## src/rtl/stopwatch_timebase_ctrl.sv

```systemverilog
// rtl/stopwatch_timebase_ctrl.sv - run/hold/clear sequencer and mm:ss.hh cascade for the stopwatch timebase
// Optional lap capture registers are built when STOPWATCH_LAP_EN is defined.
module stopwatch_timebase_ctrl #(
    parameter int PRE_DIV = 3,
    parameter int MIN_MAX = 59
) (
    input  logic       clk,
    input  logic       rst,
    input  logic       tick_in,
    input  logic       start,
    input  logic       stop,
    input  logic       clear,
`ifdef STOPWATCH_LAP_EN
    input  logic       lap,
    output logic [6:0] lap_hund,
    output logic [5:0] lap_sec,
    output logic [5:0] lap_min,
    output logic       lap_valid,
`endif
    output logic       running,
    output logic [3:0] pre_cnt,
    output logic [6:0] hund,
    output logic [5:0] sec,
    output logic [5:0] min,
    output logic       sec_tick,
    output logic       ovf
);

    typedef enum logic [1:0] {
        IDLE = 2'd0,
        RUN  = 2'd1,
        HOLD = 2'd2
    } state_t;

    localparam logic [3:0] PRE_LAST = 4'(PRE_DIV - 1);
    localparam logic [5:0] MIN_LAST = 6'(MIN_MAX);

    state_t     state_q, state_d;
    logic       running_q, running_d;
    logic [3:0] pre_q, pre_d;
    logic [6:0] hund_q, hund_d;
    logic [5:0] sec_q, sec_d;
    logic [5:0] min_q, min_d;
    logic       sec_tick_q, sec_tick_d;
    logic       ovf_q, ovf_d;

    logic count_en;
    logic hund_carry;
    logic sec_carry;
    logic min_carry;

    // The tick is judged against the current state, so a stop in the same
    // cycle still counts and a start from IDLE/HOLD does not.
    assign count_en   = (state_q == RUN) && tick_in && !clear;
    assign hund_carry = count_en && (pre_q == PRE_LAST);
    assign sec_carry  = hund_carry && (hund_q == 7'd99);
    assign min_carry  = sec_carry && (sec_q == 6'd59);

    always_ff @(posedge clk or posedge rst) begin
        if (rst) begin
            state_q    <= IDLE;
            running_q  <= 1'b0;
            pre_q      <= 4'd0;
            hund_q     <= 7'd0;
            sec_q      <= 6'd0;
            min_q      <= 6'd0;
            sec_tick_q <= 1'b0;
            ovf_q      <= 1'b0;
        end else begin
            state_q    <= state_d;
            running_q  <= running_d;
            pre_q      <= pre_d;
            hund_q     <= hund_d;
            sec_q      <= sec_d;
            min_q      <= min_d;
            sec_tick_q <= sec_tick_d;
            ovf_q      <= ovf_d;
        end
    end

    always_comb begin
        state_d = state_q;
        if (clear) begin
            state_d = IDLE;
        end else begin
            unique case (state_q)
                IDLE:    if (start) state_d = RUN;
                RUN:     if (stop)  state_d = HOLD;
                HOLD:    if (start) state_d = RUN;
                default: state_d = IDLE;
            endcase
        end
    end

    assign running_d = (state_d == RUN);

    always_comb begin
        pre_d      = pre_q;
        hund_d     = hund_q;
        sec_d      = sec_q;
        min_d      = min_q;
        sec_tick_d = 1'b0;
        ovf_d      = 1'b0;
        if (clear) begin
            pre_d  = 4'd0;
            hund_d = 7'd0;
            sec_d  = 6'd0;
            min_d  = 6'd0;
        end else if (count_en) begin
            pre_d = hund_carry ? 4'd0 : pre_q + 4'd1;
            if (hund_carry) begin
                hund_d = sec_carry ? 7'd0 : hund_q + 7'd1;
            end
            if (sec_carry) begin
                sec_d      = min_carry ? 6'd0 : sec_q + 6'd1;
                sec_tick_d = 1'b1;
            end
            if (min_carry) begin
                min_d = (min_q == MIN_LAST) ? 6'd0 : min_q + 6'd1;
                ovf_d = (min_q == MIN_LAST);
            end
        end
    end

    assign running  = running_q;
    assign pre_cnt  = pre_q;
    assign hund     = hund_q;
    assign sec      = sec_q;
    assign min      = min_q;
    assign sec_tick = sec_tick_q;
    assign ovf      = ovf_q;

`ifdef STOPWATCH_LAP_EN
    logic [6:0] lap_hund_q, lap_hund_d;
    logic [5:0] lap_sec_q, lap_sec_d;
    logic [5:0] lap_min_q, lap_min_d;
    logic       lap_valid_q, lap_valid_d;

    // Captures the value on display before this cycle's increment lands.
    always_comb begin
        lap_hund_d  = lap_hund_q;
        lap_sec_d   = lap_sec_q;
        lap_min_d   = lap_min_q;
        lap_valid_d = lap_valid_q;
        if (clear) begin
            lap_hund_d  = 7'd0;
            lap_sec_d   = 6'd0;
            lap_min_d   = 6'd0;
            lap_valid_d = 1'b0;
        end else if (lap && (state_q == RUN)) begin
            lap_hund_d  = hund_q;
            lap_sec_d   = sec_q;
            lap_min_d   = min_q;
            lap_valid_d = 1'b1;
        end
    end

    always_ff @(posedge clk or posedge rst) begin
        if (rst) begin
            lap_hund_q  <= 7'd0;
            lap_sec_q   <= 6'd0;
            lap_min_q   <= 6'd0;
            lap_valid_q <= 1'b0;
        end else begin
            lap_hund_q  <= lap_hund_d;
            lap_sec_q   <= lap_sec_d;
            lap_min_q   <= lap_min_d;
            lap_valid_q <= lap_valid_d;
        end
    end

    assign lap_hund  = lap_hund_q;
    assign lap_sec   = lap_sec_q;
    assign lap_min   = lap_min_q;
    assign lap_valid = lap_valid_q;
`endif

endmodule

```

## config.mk

```make
export PLATFORM = sky130hd
export DESIGN_NAME = stopwatch_timebase_ctrl
export DESIGN_NICKNAME = d
export VERILOG_FILES = /design/src/rtl/stopwatch_timebase_ctrl.sv
export SDC_FILE = /design/constraint.sdc
export NUM_CORES = 1
export LEC_CHECK = 0
export CAP_MARGIN = 20
export CORE_ASPECT_RATIO = 1.25
export CORE_UTILIZATION = 54
export DETAILED_ROUTE_END_ITERATION = 10
export HOLD_SLACK_MARGIN = 0.05
export PLACE_DENSITY = 0.95
export SETUP_SLACK_MARGIN = 0.1
export SLEW_MARGIN = 20
export SYNTH_ARGS = -nofsm -noshare
export SYNTH_HDL_FRONTEND = slang
export SYNTH_SLANG_ARGS = --single-unit
```

## constraint.sdc

```tcl
create_clock -name clk -period 3.3 [get_ports clk]
set_clock_uncertainty 0.2 [all_clocks]
set_input_delay 0.33 -clock clk [delete_from_list [all_inputs] [get_ports clk]]
set_output_delay 0.33 -clock clk [all_outputs]
set_load 0.02 [all_outputs]
```

* Yosys cells after proc, flatten, opt, wreduce, memory -nomap -nowiden
Index checks and enable logic that the tools add are counted.
** Storage, ports and cells
- Flip-flop bits (word level) :: 28
- Bits of input ports :: 6
- Output and inout port bits :: 26
** Operators by class
- Add/sub/neg operators :: 4
- Eq/ne operators :: 7
- Multiplexer cells :: 25
- Reductions and logical operators :: 15
** Operators with widths (count)
- two-way mux 6 bit :: 8
- two-way mux 7 bit :: 4
- adder 6 x 1 -> 6 bit (second input constant) :: 2
- equality test 6 bit (second input constant) :: 2
- two-way mux 4 bit :: 3
- nonzero test 2 bit :: 4
- adder 7 x 1 -> 7 bit (second input constant) :: 1
- equality test 7 bit (second input constant) :: 1
- two-way mux 1 bit :: 6
- two-way mux 2 bit :: 3
- AND reduction 2 bit :: 3
- logical AND 1 bit :: 5
- adder 4 x 1 -> 4 bit (second input constant) :: 1
- equality test 2 x 1 -> 1 bit (second input constant) :: 2
- equality test 4 x 2 -> 1 bit (second input constant) :: 1
- one-hot mux 2 bit (2 select lines) :: 1
- equality test 2 bit (second input constant) :: 1
- logical NOT 2 bit :: 1
- OR reduction 2 bit :: 1
- logical NOT 1 bit :: 1

* Depth between registers and ports, before layout
Gate-level depths: netlist (run 1).
- Depth in word-level cells :: 10
- Gate-level depth with buffers :: 8
- Depth with buffers taken out :: 7

* Worst setup path before layout (run 1)
OpenSTA, ideal clock, no wires.
- Path type :: register to register
- Start point :: register pre_q[0], in the netlist pre_cnt[0]
- End point :: register min_q[3], in the netlist min[3]
- Setup time :: 0.078 ns
- Arrival time :: 1.826 ns
- Path slack :: 1.196 ns
- Stages on the path, launching flop included :: 9
- Buffers on the path :: 1
- Clock period less this slack :: 2.104 ns
- Cells stage by stage :: dfrtp_1 -> inv_1 -> ha_1 -> nor3b_2 -> and4_1 -> buf_6 -> nand3_4 -> or3_1 -> a21oi_1
** Between the ends
- Cells in the longest elaborated chain, start to end :: 6
** RTL lines
- start: declaration :: line 40 : logic [3:0] pre_q, pre_d;
- start signal: assignment :: line 72 : pre_q <= pre_d;
- equality test 4 x 2 -> 1 bit :: line 55 : assign hund_carry = count_en && (pre_q == PRE_LAST);
- logical AND 1 bit :: line 55
- logical AND 1 bit :: line 56 : assign sec_carry = hund_carry && (hund_q == 7'd99);
- logical AND 1 bit :: line 57 : assign min_carry = sec_carry && (sec_q == 6'd59);
- nonzero test 2 bit (no line)
- AND reduction 2 bit (no line)
- end signal: assignment :: line 75 : min_q <= min_d;
- end: declaration :: line 43 : logic [5:0] min_q, min_d;
No other way between the ends.
A chain may end at the register's enable or synchronous reset.

* Worst setup path after layout (run 1)
Same ends and word-level chain as after synthesis.

==> impl_metrics.yaml, run 1 <==
synthesis:
  async_reset_ff_frac: 1.000
  netlist-cell-type-count: 39
  synth_flop_cell: "dfrtp_1"
  synth_fp_nets: 167
  synth_edf_count: 0
  ys_ff_latch: 28
  seq_area_frac_synth: 0.4738
  yosys_warnings: 0
  synth.avg_cell_area_um2: 9.480
  synthesis.area_um2: 1479
  syn_inst: 156
timing:
  rsz0062_at_grt: "false"
  fmax_ghz: 0.4403
  final-setup-viol-count: 0
  finalHoldViolCount: 0
  slew_violations: 0
  slew_headroom: 0.6308
  worst_pin_slew_ps: 552.9
  fin_crit_sh: 0.6883
  period_needed_ps: 2271
  setup_tns_ps: 0
clocking:
  ctsResizeCount: 0
  cts.clk_slew.worst_paths_ps: 150
  cts_hold_buf: 0
  cts_made_buffers: 3
  clock_path_buffers: 2
  clock_latency_ps: 330
  cts_sinks: 28
  cts_tree: "yes"
  post_cts_buffers: 0
  h-tree-depth: 1
  clk_root_buffer_cell: "clkbuf_4"
critical_path:
  r2r_cells: 7
  crit_chain: "inv_1 > ha_1 > nor3b_2 > and4_1 > nand3_4 > or3_1 > a21oi_1"
  arrival_ps: 2340
  r2r-start: "pre_cnt[0]"
  worstReg2RegEnd: "min[3]"
  r2r_setup_slack_ps: 1030
  critPathRequiredTime_ps: 3370
  critical_path.max_stage_delay_ps: 470
  cp-end-kind: "flop"
  slowest_stage: "dfrtp_1"
  cp-start-kind: "flop"
  worstSetupPathType: "reg -> reg"
  worstPathMaxFanout: 10
global_routing:
  grt_pass1_vias: 1188
  antenna_found_initial: 0
  grt-ovfl-total: 0
  grt_use_met2: 0.4206
  grtUsageTotal: 0.2312
  grt_max_degree: 29
  top_usage_layer: "met2"
  globalRouteMet1Util: 0.2946
  grt_pass1_wl_um: 5244
  grt.met3_usage: 0.02256
routing:
  firstDrtPassIters: 4
  routed_wl_um: 3077
  via_per_inst: 6.014
  drt-initial-drc-count: 36
  routedWlPerCell_um: 13.99
  ant_nets: 0
  drc_errors: 0
  vias: 1323
pwr:
  powerDensity_nw_per_um2: 326.3
  power_mw: 0.6071
  p_leak_nw: 0.7583
  peakVddDrop_mv: 0.3383
placement:
  dp_hpwl_um: 2328
  placedCellCount: 216
  gp_congestion: 0.8539
  dpl_cell_area_um2: 1808
  place.port_buffers: 31
final_layout:
  final_nets: 199
  drive_gt1_frac: 0.09091
  layout_commonest_cell: "clkdlybuf4s50_1"
  layout_common_cells: "clkdlybuf4s50_1, dfrtp_1, a21oi_1, nor2_1, nand2_1"
  utilization: 0.7435
  filler_cell_count: 186
  fin_area_um2: 1861
  syn2layout_area_growth_pct: 25.80
  diodes: 0
  fin_cells: 220
floorplanning:
  dieArea_um2: 2953
  num_io_pins: 32
  initial_core_util: 0.5910
  rows: 20
  dieWidth_um: 48.81
  die_h_um: 60.51
  core_area_um2: 2502
worst_hold_path:
  min_path_type: "in -> async"
job:
  drv_cap: 0
run_status:
  status: "finished, final reports clean"
metal layers:
metal	vias to the layer above	routed length, µm
met3	5	144
li1	627	-
met5	-	0
met4	0	49
met1	644	1236
met2	47	1647
cells in the mapped netlist, types with 2 or more instances:
| cell type | n | area (µm²) |
|---|---|---|
| a21oi_1 | 20 | 100.1 |
| and3_2 | 2 | 15.01 |
| buf_1 | 2 | 7.510 |
| dfrtp_1 | 28 | 700.7 |
| ha_1 | 5 | 62.56 |
| inv_1 | 2 | 7.510 |
| mux2i_1 | 3 | 30.03 |
| nand2_1 | 13 | 48.80 |
| nand2b_1 | 2 | 12.51 |
| nand3_1 | 7 | 35.03 |
| nand3b_1 | 5 | 37.54 |
| nand4_1 | 4 | 25.02 |
| nor2_1 | 19 | 71.32 |
| nor2b_1 | 4 | 25.02 |
| nor3_1 | 4 | 20.02 |
| o21ai_0 | 7 | 35.03 |
| or2_2 | 2 | 12.51 |
| or3_1 | 6 | 37.54 |
flip-flops by register name, summed over array words and instances, names as in the netlist:
signal    count
hund          7
min           6
ovf           1
pre_cnt       4
running       1
sec           6
sec_tick      1
state_q       2
stage by stage:
step	setup slack (ps)	hold slack [ps]
2_1_floorplan	1196	195.4
3_3_place_gp	989.3	349.2
3_5_place_dp	926.6	379.6
4_1_cts	1037	359.0
5_1_grt	880.9	204.4
6_report	1029	152.2
critical path, delay by kind of cell (launching register included):
family / cells / cell delay (ps)
fa+ha+maj: 1 / 120
flops: 1 / 470
compound gates: 1 / 140
buf+inv: 1 / 80
simple gates: 4 / 1180
cell families after synthesis:
kind of cell,after synthesis,synth area share
compound gates,31,0.1125
flops,28,0.4738
simple gates,81,0.3198
xor+xnor,1,0.005923
buf+inv,7,0.02538
fa+ha+maj,5,0.04230
mux,3,0.02031
power breakdown:
part / total (mW) / leakage (nW) / switching [mW] / internal [mW]
clock network: 0.224 / 0.0279 / 0.101 / 0.123
registers: 0.350 / 0.389 / 0.00337 / 0.346
logic: 0.0337 / 0.342 / 0.0202 / 0.0135
total: 0.607 / 0.758 / 0.124 / 0.483
area by class of cell:
cell class | count | area [µm²] | share of cell area
clock buffers | 3 | 22.52 | 0.01210
clock inverters | 1 | 30.03 | 0.01614
inverters | 2 | 7.507 | 0.004035
multi-input cells | 121 | 740.7 | 0.3981
flip-flops and latches | 28 | 700.7 | 0.3766
well taps | 33 | 41.29 | 0.02219
repair buffers | 32 | 317.8 | 0.1708
worst max-delay path by stage:
stage | cells after the start | start | end | slack [ps]
CTS | 7 | pre_cnt[0] | min[3] | 1040
floorplan | 8 | pre_cnt[0] | min[3] | 1200
global placement | 6 | tick_in | min[3] | 990
detailed placement | 6 | tick_in | min[3] | 930
global route | 7 | pre_cnt[0] | min[2] | 880
finish | 7 | pre_cnt[0] | min[3] | 1030
(Power assumes the default switching activity.)
==> run 2, diff against run 1 <==
CORE_UTILIZATION = 50   (was 54)
PLACE_DENSITY = 0.91   (was 0.95)
clock period = 2.38 ns   (was 3.3 ns; I/O delays follow)
==> run 2 against run 1 <==
Critical path depth increased by 1. Sequential cell count did not move. Largest cell class unchanged. Register-to-register slack worse by 830 ps.
==> impl_metrics.yaml, run 2 (synthesis gave the netlist of run 1 again) <==
clocking:
  clk_root_buffer_cell: "clkbuf_4"
  clock_latency_ps: 340
  cts_tree: "yes"
  cts_made_buffers: 3
  cts_sinks: 28
  clock_path_buffers: 2
  h-tree-depth: 1
  cts.clk_slew.worst_paths_ps: 160
critical_path:
  r2r-start: "pre_cnt[0]"
  cp.depth: 8
  crit_chain: "inv_1 > ha_1 > nor3b_4 > nand4_1 > buf_4 > nor2_2 > a21oi_1 > a31o_2"
  worstReg2RegEnd: "min[2]"
  crit_family: "simple AND/OR/NAND/NOR gates"
  arrival_ps: 2230
  cp-end-kind: "flop"
  r2r_cells: 8
  cp-start-kind: "flop"
  worstSetupPathType: "reg -> reg"
  critPathRequiredTime_ps: 2430
  r2r_setup_slack_ps: 200
  critical_path.max_stage_delay_ps: 470
  critPathBufInv: 2
  worstPathMaxFanout: 8
  cp-endpoint: "min[2]"
  worstSetupStartpoint: "pre_cnt[0]"
  slowest_stage: "dfrtp_1"
routing:
  routedWlPerCell_um: 15.29
  drc_errors: 0
  vias: 1402
  firstDrtPassIters: 4
  ant_nets: 0
  via_per_inst: 6.017
  routed_wl_um: 3562
  drt-initial-drc-count: 55
final_layout:
  utilization: 0.7189
  drive_gt1_frac: 0.1508
  fin_area_um2: 1964
  final_nets: 211
  layout_common_cells: "clkdlybuf4s50_1, dfrtp_1, a21oi_1, nor2_1"
  layout_commonest_cell: "clkdlybuf4s50_1"
  filler_cell_count: 203
  syn2layout_area_growth_pct: 32.83
  largest_register_ffs: 7
  ff_latch_area_um2: 700.7
  diodes: 0
  multi_input_area_um2: 753.2
pwr:
  powerDensity_nw_per_um2: 438.2
  p_leak_nw: 0.8160
  power_mw: 0.8608
  peakVddDrop_mv: 0.2996
floorplanning:
  die_h_um: 62.81
  rows: 21
  dieArea_um2: 3181
  dieWidth_um: 50.65
  core_area_um2: 2733
  initial_core_util: 0.5412
  num_io_pins: 32
placement:
  dpl_cell_area_um2: 1832
  gp_congestion: 0.8486
  place.port_buffers: 31
  dp_hpwl_um: 2363
timing:
  finalHoldViolCount: 0
  period_needed_ps: 2177
  fmax_ghz: 0.4594
  setup_tns_ps: 0
  rsz0062_at_grt: "false"
  slew_headroom: 0.6333
  slew_violations: 0
  worst_pin_slew_ps: 545.8
  final-setup-viol-count: 0
  fin_crit_sh: 0.9146
global_routing:
  grt_pass1_vias: 1396
  grtUsageTotal: 0.2450
  grt_pass1_wl_um: 6003
  grt_max_degree: 29
  grt-ovfl-total: 0
  antenna_found_initial: 0
worst_hold_path:
  min_path_type: "in -> async"
job:
  drv_cap: 0
run_status:
  status: "finished, final reports clean"
==> run 2: power breakdown <==
part           switching [mW]  internal, mW  leakage (nW)
combinational          0.0312        0.0246         0.399
clock                   0.150         0.171        0.0279
sequential            0.00464         0.480         0.389
total                   0.186         0.675         0.816
==> run 2: worst min path at each step <==
stage                       to  slack (ps)     from
finish              pre_cnt[2]          40      rst
detailed placement      sec[1]         380   sec[1]
global placement       hund[1]         360  hund[1]
CTS                 pre_cnt[3]          50      rst
global route        pre_cnt[3]          80      rst
floorplan              hund[0]         100      rst
==> run 2: cell type report <==
cell class | instances | share of cell area
repair buffers | 44 | 0.2076
well taps | 34 | 0.02166
clock buffers | 3 | 0.01146
flip-flops and latches | 28 | 0.3567
inverters | 2 | 0.003822
clock inverters | 1 | 0.01529
multi-input cells | 121 | 0.3834
==> run 2: tightest hold or removal path, cell delays in order <==
cell	delay (ps)
clkdlybuf4s50_1	400
inv_1	50
buf_4	320
==> run 2: per-stage QoR <==
stage                     worst slack [ps]  std cells  hold WS [ps]
after floorplan                      276.3        156         103.4
after global placement               232.9        220         356.0
after detailed placement             121.6        220         378.4
after CTS                            121.6        224         52.87
after global routing                 94.88        233         79.49
final                                203.1        233         40.21
==> run 2: repair_timing <==
action,4_1_cts,5_1_grt
gates resized for setup,1,3
pin swaps,0,2
buffers inserted,0,9
endpoints found under the setup margin,1,15
hold buffers,0,0
==> run 2: per-layer routing <==
layer | part of all wire | global-route usage
met2 | 0.52 | 0.4017
met4 | 0.030 | 0.1389
met3 | 0.049 | 0.03893
met5 | 0 | 0
met1 | 0.40 | 0.2992
==> run 3, diff against run 2 <==
PLACE_DENSITY = 0.85   (was 0.91)
TNS_END_PERCENT = 20   (was not set)
==> run 3 against run 2 <==
Largest cell class unchanged. Critical path type unchanged. Final cell count fell by 2.1%. Fmax rose by 0.94%. Clock-buffer cell count did not move. Non-clock buffer count fell by 5.
==> impl_metrics.yaml, run 3 (synthesis gave the netlist of run 1 again) <==
pwr:
  p_leak_nw: 0.7900
  peakVddDrop_mv: 0.3448
  netSwitchingFraction: 0.2087
  combPwrFrac: 0.062
  p_sw_mw: 0.1778
  powerDensity_nw_per_um2: 442.1
  p_clk_frac: 0.369
  p_seq_frac: 0.569
  internal_power_mw: 0.6741
critical_path:
  r2r_cells: 7
  crit_chain: "inv_1 > ha_1 > nor3b_4 > and4_4 > nand3_4 > or3_1 > a21oi_1"
  r2r-start: "pre_cnt[0]"
  critical_path.max_stage_delay_ps: 470
  worstSetupPathType: "reg -> reg"
  crit_family: "simple AND/OR/NAND/NOR gates"
  arrival_ps: 2230
  critPathRequiredTime_ps: 2450
  critPathBufInv: 1
  slowest_stage: "dfrtp_2"
  cp-start-kind: "flop"
  worstPathMaxFanout: 10
  cp-end-kind: "flop"
  worstReg2RegEnd: "min[3]"
  r2r_setup_slack_ps: 220
placement:
  place_ws_ps: 123.9
  placedCellCount: 221
  place.port_buffers: 31
  gp_congestion: 0.8380
  dp_hpwl_um: 2198
final_layout:
  drive_gt1_frac: 0.1237
  diodes: 0
  fin_cells: 228
  layout_commonest_cell: "clkdlybuf4s50_1"
  syn2layout_area_growth_pct: 30.29
  largest_register_ffs: 7
  final_nets: 206
  layout_common_cells: "clkdlybuf4s50_1, dfrtp_1, a21oi_1, nor2_1, nand2_1"
clocking:
  clk_root_buffer_cell: "clkbuf_4"
  cts_tree: "yes"
  clock_latency_ps: 330
  cts_sinks: 28
  h-tree-depth: 1
  cts_made_buffers: 3
  cts.clk_slew.worst_paths_ps: 160
  clock_path_buffers: 2
floorplanning:
  num_io_pins: 32
  rows: 21
  dieArea_um2: 3181
  initial_core_util: 0.5412
  core_area_um2: 2733
  die_h_um: 62.81
  dieWidth_um: 50.65
global_routing:
  grt-ovfl-total: 0
  grt_pass1_vias: 1201
  antenna_found_initial: 0
  grt_pass1_wl_um: 5112
  grtUsageTotal: 0.2095
  grt_max_degree: 29
routing:
  vias: 1301
  drc_errors: 0
  via_per_inst: 5.706
  routed_wl_um: 3106
  drt-initial-drc-count: 26
  firstDrtPassIters: 4
  routedWlPerCell_um: 13.62
  ant_nets: 0
run_status:
  status: "finished, final reports clean"
timing:
  finalHoldViolCount: 0
  fmax_ghz: 0.4637
  slew_headroom: 0.6803
  fin_crit_sh: 0.9061
  period_needed_ps: 2157
  final.setup.worst_slack_ps: 223.5
  setup_tns_ps: 0
  final-setup-viol-count: 0
  slew_violations: 0
  rsz0062_at_grt: "false"
  worst_pin_slew_ps: 475.9
worst_hold_path:
  hold_path_depth: 3
  min_to: "state_q[1]"
  min_from: "stop"
  min_path_type: "in -> reg"
job:
  drv_cap: 0
run 3: cell types whose count changed in the layout (fill, tap and decap cells not counted):
cell           before  now
buf_4              13    7
a21oi_1            19   20
a21oi_2             1    0
dfrtp_1            28   27
dfrtp_2             0    1
dlygate4sd3_1       0    1
run 3: area by class of cell:
cell class | instances | area, µm²
fill | 215 | 805.8
multi-input combinational | 121 | 749.5
sequential | 28 | 701.9
timing repair buffer | 39 | 372.9
tap | 34 | 42.54
clock inverter | 1 | 30.03
clock buffer | 3 | 22.52
inverter | 2 | 7.507
run 3: timing repair:
item	in CTS	in global routing
resized for setup	1	3
hold buffers	1	0
pin swaps	0	1
buffers inserted	0	2
endpoints found under the setup margin	1	3
hold endpoints to repair	16	0
run 3: per-layer routing:
metal | vias to the layer above | track usage | share of wire
met2 | 36 | 0.3767 | 0.52
met1 | 626 | 0.2516 | 0.43
met3 | 7 | 0.03163 | 0.036
li1 | 632 | - | -
met4 | 0 | 0.06250 | 0.016
met5 | - | 0 | 0
run 3: how the worst max path moves through the flow:
stage	from	endpoint	depth (start not counted)
after floorplan	pre_cnt[0]	min[3]	8
after global placement	tick_in	min[3]	6
after detailed placement	pre_cnt[0]	min[3]	7
after CTS	pre_cnt[0]	min[3]	7
after global routing	pre_cnt[0]	min[3]	7
final	pre_cnt[0]	min[3]	7
run 3: metrics by stage:
stage / cell area [µm²] / utilization / power (mW) / hold WS, ps
3_5_place_dp: 1839 / 0.6731 / 0.5449 / 360.0
4_1_cts: 1903 / 0.6964 / 0.8587 / 290.8
6_report: 1927 / 0.7051 / 0.8520 / 301.9
3_3_place_gp: 1839 / 0.6731 / 0.5435 / 354.2
2_1_floorplan: 1479 / - / 0.5209 / 103.4
5_1_grt: 1927 / 0.7051 / 0.8808 / 308.0
run 3: worst reg2reg max path: stages, from the launching register on:
cell and delay [ps]:
dfrtp_2 470, inv_1 70, ha_1 150, nor3b_4 250
and4_4 310, nand3_4 120, or3_1 370, a21oi_1 160
run 3: power groups by stage:
stage                     Combinational (mW)  Sequential, mW  Clock (mW)
after CTS                             0.0531           0.485       0.321
after floorplan                       0.0254           0.496           0
after global placement                0.0505           0.493           0
after global routing                  0.0599           0.486       0.335
final                                 0.0532           0.485       0.314
after detailed placement              0.0516           0.493           0
